==> src/rtl/pwm_peripheral.sv <==
// ---------------------------------------------------------------------------
// pwm_peripheral
//
// Sixteen-channel PWM output block driven from an SPI register file.
// A prescaler divides clk down to PWM counter steps; an 8-bit period counter
// sweeps 0..255 so one PWM period is 256*PRESCALE clk cycles.  All channels
// share one duty value, which is captured into a shadow register only at the
// period boundary so that a period is never disturbed by a mid-period write.
//
// Ports
//   clk              : system clock, rising edge
//   rst              : synchronous active-high reset
//   en_reg_out_7_0   : output enable, channels 7..0
//   en_reg_out_15_8  : output enable, channels 15..8
//   en_reg_pwm_7_0   : PWM mode select, channels 7..0 (0 = static high)
//   en_reg_pwm_15_8  : PWM mode select, channels 15..8
//   pwm_duty_cycle   : requested duty (0 = never high, 255 = always high)
//   out              : registered channel outputs, bit i = channel i
//   period_start     : registered one-cycle strobe on the first clk in which
//                      out reflects pcnt == 0 (not in the first period
//                      after reset)
// ---------------------------------------------------------------------------
module pwm_peripheral #(
   parameter int unsigned PRESCALE = 10
) (
   input  logic        clk,
   input  logic        rst,
   input  logic [7:0]  en_reg_out_7_0,
   input  logic [7:0]  en_reg_out_15_8,
   input  logic [7:0]  en_reg_pwm_7_0,
   input  logic [7:0]  en_reg_pwm_15_8,
   input  logic [7:0]  pwm_duty_cycle,
   output logic [15:0] out,
   output logic        period_start
);

   localparam logic [15:0] PS_LAST = 16'(PRESCALE - 1);

   logic [15:0] pscnt_q, pscnt_d;
   logic [7:0]  pcnt_q, pcnt_d;
   logic [7:0]  duty_sh_q, duty_sh_d;
   logic [15:0] out_q, out_d;
   logic        wrap_q, wrap_d;
   logic        period_start_q, period_start_d;

   logic        tick;
   logic        pwm_raw;
   logic [15:0] en_out;
   logic [15:0] en_pwm;

   assign en_out = {en_reg_out_15_8, en_reg_out_7_0};
   assign en_pwm = {en_reg_pwm_15_8, en_reg_pwm_7_0};

   // With PRESCALE = 1 the prescaler sits at 0 and tick is permanently high.
   assign tick = (pscnt_q == PS_LAST);

   always_comb begin
      pscnt_d        = tick ? 16'd0 : pscnt_q + 16'd1;
      pcnt_d         = tick ? pcnt_q + 8'd1 : pcnt_q;
      // Last step of the period: pcnt is about to wrap to 0.
      wrap_d         = tick && (pcnt_q == 8'hFF);
      duty_sh_d      = wrap_d ? pwm_duty_cycle : duty_sh_q;
      // out lags pcnt by one clk, so the strobe lags the wrap by one clk to
      // line up with the first output sample of the new period.
      period_start_d = wrap_q;
      // 255 is special-cased so "full duty" is genuinely always high rather
      // than high for 255 of 256 steps.
      pwm_raw        = (duty_sh_q == 8'hFF) || (pcnt_q < duty_sh_q);
   end

   // Per-channel output select: disabled -> 0, static mode -> 1, PWM -> raw.
   genvar gi;
   generate
      for (gi = 0; gi < 16; gi++) begin : g_chan
         assign out_d[gi] = en_out[gi] & (~en_pwm[gi] | pwm_raw);
      end
   endgenerate

   always_ff @(posedge clk) begin
      if (rst) begin
         pscnt_q        <= 16'd0;
         pcnt_q         <= 8'd0;
         duty_sh_q      <= 8'd0;
         out_q          <= 16'h0000;
         wrap_q         <= 1'b0;
         period_start_q <= 1'b0;
      end else begin
         pscnt_q        <= pscnt_d;
         pcnt_q         <= pcnt_d;
         duty_sh_q      <= duty_sh_d;
         out_q          <= out_d;
         wrap_q         <= wrap_d;
         period_start_q <= period_start_d;
      end
   end

   assign out          = out_q;
   assign period_start = period_start_q;

endmodule
==> config.mk <==
export PLATFORM = sky130hd
export DESIGN_NAME = pwm_peripheral
export DESIGN_NICKNAME = d
export VERILOG_FILES = /design/src/rtl/pwm_peripheral.sv
export SDC_FILE = /design/constraint.sdc
export NUM_CORES = 1
export LEC_CHECK = 0
export CAP_MARGIN = 20
export CORE_MARGIN = 3
export CORE_UTILIZATION = 48
export DETAILED_ROUTE_END_ITERATION = 7
export GPL_TIMING_DRIVEN = 1
export PLACE_DENSITY = 0.79
export SLEW_MARGIN = 0
export SYNTH_ARGS = -nofsm -noshare
export SYNTH_HDL_FRONTEND = slang
export SYNTH_SLANG_ARGS = --single-unit
==> constraint.sdc <==
create_clock -name clk -period 2.1 [get_ports clk]
set_input_delay 0.42 -clock clk [delete_from_list [all_inputs] [get_ports clk]]
set_output_delay 0.42 -clock clk [all_outputs]
set_load 0.03 [all_outputs]
# == After elaboration in Yosys (flattened, before gate mapping) ==
# Cells that the tools add are included.
# classes
eq_ne,3
n_addsub,2
bitwise_logic,48
magnitude_cmp,1
reduce_logical,3
# op_table
op,count
$add 16x1->16 const B,1
$and 1x1->1,16
$eq 16x4->1 const B,1
$eq 8x8->1 const B,2
$not 1->1,16
$or 1x1->1,16
$add 8x1->8 const B,1
$lt 8x8->1,1
$reduce_or 2->1,1
$logic_and 1x1->1,1
$logic_or 1x1->1,1
# totals
elab_cells,63
out_inout_bits,17
ff_bits,50

# == Longest topological paths before layout ==
# Gate-level depths: netlist (run 1).
# depth
word_depth,4
mapped_depth,8
depth_no_buf,6

# == Worst setup path after synthesis (run 1) ==
# Ideal clock, no wire load.
# synth_timing
path_type,register to register
start,reg duty_sh_q[6]
end,"reg out_q[10], in the netlist out[10]"
path_slack_ns,0.407
stages_incl_launch_ff,8
setup_ns,0.070
arrival_time_ns,1.623
required_time_ns,2.030
cell_sequence,dfxtp_1 -> inv_1 -> ha_1 -> and3_1 -> a221oi_1 -> o32ai_2 -> buf_2 -> a21oi_1
# synth_between
elab_chain_len,4
word_cells_on_any_way,5
classes_between,order compare: 1; eq/ne: 1; bitwise: 2; reduce/logical: 1
# synth_rtl
element,line_no,rtl
from (decl),41,"logic [7:0] duty_sh_q, duty_sh_d;"
from (signal assigned),90,duty_sh_q <= duty_sh_d;
$lt 8x8->1 or $eq 8x8->1 (tied branches),68,pwm_raw = (duty_sh_q == 8'hFF) || (pcnt_q < duty_sh_q);
$logic_or 1x1->1 *,68,
$or 1x1->1 *,75,assign out_d[gi] = en_out[gi] & (~en_pwm[gi] | pwm_raw);
$and 1x1->1 *,75,
to (signal assigned),91,out_q <= out_d;
to (decl),42,"logic [15:0] out_q, out_d;"
# Every way passes the cells marked *; elsewhere a longest branch is shown, timed or not.
# A chain may end at the register's enable or synchronous reset.

# == Worst setup path after layout (run 1) ==
# layout_timing
start,reg pscnt_q[0]
end,reg pcnt_q[5]
# layout_between
elab_chain_len,1
# layout_rtl
element,line_no,rtl
from (decl),39,"logic [15:0] pscnt_q, pscnt_d;"
from (signal assigned),88,pscnt_q <= pscnt_d;
$eq 16x4->1,55,assign tick = (pscnt_q == PS_LAST);
to (signal assigned),89,pcnt_q <= pcnt_d;
to (decl),40,"logic [7:0] pcnt_q, pcnt_d;"
# No other way between the ends.

==> flow_summary_export.csv, run 1 <==
group,metric,value,unit
status,outcome,"complete, no violations",
clock_tree,path_clk_slew,0.09,ns
synth,postSynthAreaPerCell,9.491,um^2
drt,vias_per_cell,5.327,
final_layout,number_of_fillers_in_the_final_layout,363,
synth,most_frequent_cells_after_synthesis,"dfxtp_1 (50), nand2b_1 (34), a21oi_1 (23)",
drt,drcViolationCount,0,
timing,slew_headroom,56.78,%
setup_path,critical_path_sink_type,"flip-flop",
synth,yosys_warnings,0,
clock_tree,tritoncts,"yes",
drt,firstDrtPassIters,4,
setup_path,max_stage_delay,0.57,ns
power_and_ir_drop,p_total,1.845,mW
timing,period_utilization_post_route,90.86,%
setup_path,crit_path_cell_trace,"ha_1 -> nor4b_4 -> nand4_4 -> or4_1 -> a21oi_1",
synth,synthCells,239,
timing,final_hold_viol_count,0,
setup_path,required,2.33,ns
power_and_ir_drop,reported_leakage_power,1.089,nW
clock_tree,clock_sinks,50,
drt,route.vias.total,1891,
timing,final_max_slew_viol_count,0,
synth,yosys.area.top_type,"dfxtp_1",
grt,grt.overflow.total,0,
final_layout,n_antenna_cell,0,
die,initial_utilization,51.04,%
grt,first_pass_grt_wire_length,7.935,mm
clock_tree,cts-root-to-sink-buffers,2,
power_and_ir_drop,power_report.internal_total,1.442,mW
synth,synthesis.area,0.002268,mm^2
setup_path,slowest_stage,"or4_1",
grt,global_route.usage.total,18.11,%
synth,most_common_cell_in_the_synthesized_netlist,"dfxtp_1",
setup_path,setup.worst_path.class,"reg -> reg",
timing,finalCriticalPeriod,1.908,ns
die,dieWidth,74.75,um
place,gpl.final_weighted_congestion,0.8602,
power_and_ir_drop,vdd.ir_drop.worst,0.4149,mV
setup_path,timing.critical_path.arrival,2.14,ns
timing,fin_setup_tns,0,ns
synth,async_reset_ff_share,0,%
final_layout,flow.area_growth_from_synthesis,34.64,%
synth,ys_ff_latch,50,
power_and_ir_drop,power-per-cell-area,604.2,mW/mm^2
grt,grt_pass1_vias,1883,
timing,timing.fmax,0.5241,GHz
power_and_ir_drop,p_sw,0.4038,mW
synth,post-synth-top-area-fraction,44.13,%
grt,antenna_violations_before_repair,0,
setup_path,critical_path.startpoint_type,"flip-flop",
clock_tree,root_buffer,"clkbuf_8",
final_layout,fin_cells,355,
place,dp.final_hpwl,3.509,mm
power_and_ir_drop,proportion_of_total_power_due_to_net_switching,21.88,%
grt,grt_max_degree,31,
clock_tree,cts.hold.buffers_added,0,
die,die-area,0.005587,mm^2
synth,top_cells_by_area_synth,"dfxtp_1 (44%), nand2b_1 (9.4%), ha_1 (5.5%), a21oi_1 (5.1%), mux2i_1 (4.0%)",
power_and_ir_drop,clock_power_share,37.1,%
final_layout,fin_nets,354,
final_layout,final_layout_size_suffix_gt1_share,6.931,%
synth,synth_cell_type_count,34,
clock_tree,clock_tree.htree_level_count,2,
power_and_ir_drop,share_seq_of_total_power,52.7,%
clock_tree,post_cts.repair.setup_buffers,0,
drt,detail_route.iter0.violations,162,
timing,setup_violations,0,
synth,top_reg_cell_synth,"dfxtp_1",
flow_run,timing.max_cap.violations,0,
timing,setup_repair_after_global_routing_missed_its_margin,"no",
place,place.detailed.instances,347,
worst_hold_path,worst_hold_check_path_type,"reg -> reg",
die,die_extent_in_y,74.75,um
drt,ant_nets,0,
timing,timing.final.ws_setup,0.1919,ns
drt,routed_wire_length_per_instance,13.23,um
timing,worst_pin_slew,0.6483,ns
synth,mappedNetlistNets,291,
clock_tree,clock_latency,0.30,ns
clock_tree,numCtsBuffers,5,
setup_path,crit_path_max_fanout,17,
drt,wirelength,4.695,mm
die,placement_rows,24,
place,detailedPlace.worstSlack,-0.08782,ns
timing,skew,0.01217,ns
place,port-buffer-count,58,
die,core_area,0.004444,mm^2
power_and_ir_drop,p_comb_share,10.2,%
synth,synth_edf_count,0,
synth,synth_sequential_area_ratio,44.13,%
die,ports_placed_on_the_boundary,59,
==> sequential cells by signal, summed over array words and instances (netlist names) <==
| name | cells |
|---|---|
| out | 16 |
| pcnt_q | 8 |
| duty_sh_q | 8 |
| period_start_d | 1 |
| pscnt_q | 16 |
| period_start | 1 |
==> stage by stage <==
| step | hold WS, ns | utilization (%) | area [um^2] |
|---|---|---|---|
| 2_1_floorplan | 0.4138 | - | 2268 |
| 3_3_place_gp | 0.4311 | 65.82 | 2925 |
| 3_5_place_dp | 0.4275 | 65.82 | 2925 |
| 4_1_cts | 0.4496 | 68.69 | 3053 |
| 5_1_grt | 0.4667 | 68.72 | 3054 |
| 6_report | 0.4438 | 68.72 | 3054 |
==> routing by layer <==
metal  track usage, %  share of wire (%)  routed length, um  vias to the layer above
met5                0                  0                  0                        -
met4            7.708                1.6                 77                        0
met3            7.343                7.6                358                        8
met2            30.54                 48               2266                       57
met1            20.23                 42               1992                      872
li1                 -                  -                  -                      954
==> cells in the final DEF, fill, tap and decap left out, types with 2 or more instances in the layout <==
cell | Yosys | final
nand4_1 | 8 | 8
nand3_1 | 7 | 7
and3_1 | 4 | 4
clkdlybuf4s50_1 | 0 | 58
nand2_1 | 7 | 7
xnor2_1 | 7 | 7
nor4_1 | 3 | 3
o21ai_0 | 2 | 2
nor3_1 | 3 | 3
buf_4 | 0 | 6
xor2_1 | 7 | 7
or4_1 | 5 | 5
inv_1 | 10 | 10
clkbuf_8 | 0 | 5
nand2b_1 | 34 | 34
ha_1 | 10 | 10
o31ai_1 | 5 | 5
nor2_1 | 21 | 21
or3_1 | 2 | 2
nor4b_4 | 2 | 2
a21oi_1 | 23 | 23
dfxtp_1 | 50 | 50
mux2i_1 | 9 | 9
==> what timing repair did <==
item                                    CTS  global route
endpoints found under the setup margin   16             8
cloned                                    0             0
gates resized for setup                   1             1
==> path summary, 6_finish.rpt <==
kind                                     end  slack (ns)           start  cells past startpoint
worst max-delay path               pcnt_q[5]        0.19      pscnt_q[0]                      5
worst min-delay path            period_start        0.44  period_start_d                      1
worst max register to register     pcnt_q[5]        0.19      pscnt_q[0]                      5
worst min register to register  period_start        0.44  period_start_d                      1
==> critical path: cells and delay by family (launching register included) <==
family,cells,cell delay (ns)
simple gates,3,1.10
flops,1,0.40
fa+ha+maj,1,0.17
compound gates,1,0.16
==> power by group through the flow <==
stage | Sequential (mW) | Clock (mW) | Combinational [mW]
final | 0.973 | 0.685 | 0.188
after floorplan | 1.02 | 0 | 0.0496
after global routing | 0.976 | 0.736 | 0.202
after CTS | 0.973 | 0.703 | 0.190
after global placement | 0.995 | 0 | 0.186
after detailed placement | 0.995 | 0 | 0.189
==> final cells by class <==
| cell class | count | area (um^2) | area share (%) |
|---|---|---|---|
| multi-input cells | 171 | 1209 | 39.57 |
| clock buffers | 5 | 68.82 | 2.253 |
| flip-flops and latches | 50 | 1001 | 32.77 |
| inverters | 10 | 37.54 | 1.229 |
| well taps | 52 | 65.06 | 2.130 |
| repair buffers | 64 | 625.6 | 20.48 |
| clock inverters | 3 | 47.55 | 1.557 |
==> cell families after synthesis <==
group / synth area share, %
AND/OR/NAND/NOR: 28.19
flip-flops: 44.13
AO/OA/AOI/OAI: 9.653
buffers and inverters: 3.144
XOR/XNOR: 5.406
adder cells (fa/ha/maj): 5.516
multiplexers: 3.971
Power figures use the tool's default switching activity.
==> run 2: changes to the inputs <==
--- a/config.mk
+++ b/config.mk
@@ -10,7 +10,7 @@
 export CORE_UTILIZATION = 48
 export DETAILED_ROUTE_END_ITERATION = 7
 export GPL_TIMING_DRIVEN = 1
-export PLACE_DENSITY = 0.79
+export PLACE_DENSITY_LB_ADDON = 0.15
 export SLEW_MARGIN = 0
 export SYNTH_ARGS = -nofsm -noshare
 export SYNTH_HDL_FRONTEND = slang
==> flow_summary_export.csv, run 2 (synthesized netlist as in run 1, its figures left out) <==
group,metric,value,unit
final_layout,layout.cells.most_common,"clkdlybuf4s50_1",
power_and_ir_drop,clock_power_share,32.5,%
setup_path,r2r_start,"duty_sh_q[6]",
power_and_ir_drop,share_seq_of_total_power,56.6,%
die,dieWidth,74.75,um
final_layout,flow.area_growth_from_synthesis,34.36,%
worst_hold_path,worstHoldEndpoint,"period_start",
setup_path,critical_path_sink_type,"flip-flop",
die,ports_placed_on_the_boundary,59,
grt,global_route.usage.total,17.65,%
timing,skew,0.005397,ns
power_and_ir_drop,vdd.ir_drop.worst,0.3673,mV
drt,detail_route.iter0.violations,106,
timing,period_utilization_post_route,90.68,%
power_and_ir_drop,p_comb_share,10.9,%
die,die_extent_in_y,74.75,um
timing,timing.final.ws_setup,0.1956,ns
place,port-buffer-count,58,
drt,wirelength,4.537,mm
final_layout,final-seq-area,0.001001,mm^2
power_and_ir_drop,power-per-cell-area,563.8,mW/mm^2
final_layout,utilization,68.58,%
clock_tree,clock_tree.htree_level_count,2,
drt,route.vias.total,1847,
drt,routed_wire_length_per_instance,12.74,um
clock_tree,cts-root-to-sink-buffers,2,
die,core_area,0.004444,mm^2
power_and_ir_drop,power_report.internal_total,1.316,mW
drt,vias_per_cell,5.188,
place,detailedPlace.worstSlack,-0.05633,ns
final_layout,fin_nets,355,
clock_tree,tritoncts,"yes",
place,gpl.final_weighted_congestion,0.8351,
die,placement_rows,24,
power_and_ir_drop,reported_leakage_power,1.086,nW
grt,antenna_violations_before_repair,0,
timing,hold_slack,0.4484,ns
setup_path,timing.critical_path.arrival,2.14,ns
setup_path,setup.worst_path.class,"reg -> reg",
grt,grt.overflow.total,0,
final_layout,multi_input_comb_area,0.001209,mm^2
setup_path,reg2reg_depth,6,
timing,final_max_slew_viol_count,0,
clock_tree,clock_sinks,50,
final_layout,most-common-layout-cells,"clkdlybuf4s50_1 (58), dfxtp_1 (50), nand2b_1 (34)",
worst_hold_path,whs_path_depth,1,
drt,drcViolationCount,0,
final_layout,final_design_area_no_fill,0.003048,mm^2
die,initial_utilization,51.04,%
clock_tree,numCtsBuffers,5,
clock_tree,root_buffer,"clkbuf_8",
timing,finalCriticalPeriod,1.904,ns
final_layout,number_of_fillers_in_the_final_layout,366,
place,post_dp_cell_area,0.002945,mm^2
setup_path,required,2.33,ns
grt,grt_pass1_vias,1733,
timing,slew_headroom,53.72,%
power_and_ir_drop,p_sw,0.4025,mW
worst_hold_path,worst_hold_check_path_type,"reg -> reg",
setup_path,crit_path_max_fanout,16,
timing,timing.fmax,0.5251,GHz
final_layout,final_layout_size_suffix_gt1_share,7.237,%
die,die-area,0.005587,mm^2
grt,first_pass_grt_wire_length,7.603,mm
flow_run,timing.max_cap.violations,0,
timing,final_hold_viol_count,0,
power_and_ir_drop,proportion_of_total_power_due_to_net_switching,23.42,%
clock_tree,path_clk_slew,0.09,ns
setup_path,rr_endpoint,"out[13]",
clock_tree,cts.hold.buffers_added,0,
clock_tree,clock_latency,0.30,ns
clock_tree,post_cts.repair.setup_buffers,0,
setup_path,setup.reg_to_reg.worst_slack,0.20,ns
status,outcome,"complete, no violations",
drt,firstDrtPassIters,6,
timing,worst_pin_slew,0.6924,ns
final_layout,n_antenna_cell,0,
setup_path,critical_path.startpoint_type,"flip-flop",
clock_tree,cts_repair_resize_count,2,
drt,ant_nets,0,
grt,grt_max_degree,44,
place,dp.final_hpwl,3.381,mm
timing,setup_repair_after_global_routing_missed_its_margin,"no",
worst_hold_path,worstHoldStart,"period_start_d",
timing,setup_violations,0,
run 2: power by group through the flow:
stage	Clock (mW)	Sequential (mW)	Combinational, mW
CTS	0.568	0.973	0.189
global placement	0	0.995	0.187
floorplan	0	1.02	0.0496
global route	0.605	0.975	0.203
detailed placement	0	0.995	0.189
finish	0.558	0.973	0.187
run 2: critical path: stages, from the launching register on:
cell      delay (ns)
dfxtp_1         0.37
inv_1           0.05
ha_1            0.28
and3_1          0.20
a221oi_1        0.44
o32ai_4         0.28
a21oi_1         0.21
run 2: layout make-up:
| cell class | instances | area share [%] |
|---|---|---|
| Multi-Input combinational cell | 171 | 39.66 |
| Sequential cell | 50 | 32.84 |
| Timing Repair Buffer | 65 | 21.18 |
| Clock buffer | 5 | 2.258 |
| Tap cell | 52 | 2.135 |
| Inverter | 10 | 1.232 |
| Clock inverter | 3 | 0.6979 |
run 2: per-stage QoR:
stage	TNS (ns)	std cells	power, mW
after floorplan	0	239	1.069
after global placement	-0.07869	348	1.181
after detailed placement	-0.5115	348	1.184
after CTS	0	356	1.731
after global routing	0	356	1.783
final	0	356	1.719
run 2: per-layer routing:
metal | GRT usage [%] | routed length, um
met2 | 27.71 | 1987
met3 | 9.613 | 505
met5 | 0 | 0
met1 | 21.32 | 2000
met4 | 4.150 | 42
run 2: how the worst max path moves through the flow:
stage / from / depth (start not counted) / slack [ns] / end
floorplan: duty_sh_q[6] / 7 / 0.41 / out[10]
global placement: duty_sh_q[6] / 6 / -0.009 / out[4]
detailed placement: duty_sh_q[6] / 6 / -0.06 / out[13]
CTS: duty_sh_q[1] / 5 / 0.13 / out[13]
global route: duty_sh_q[6] / 6 / 0.05 / out[9]
finish: duty_sh_q[6] / 6 / 0.20 / out[13]
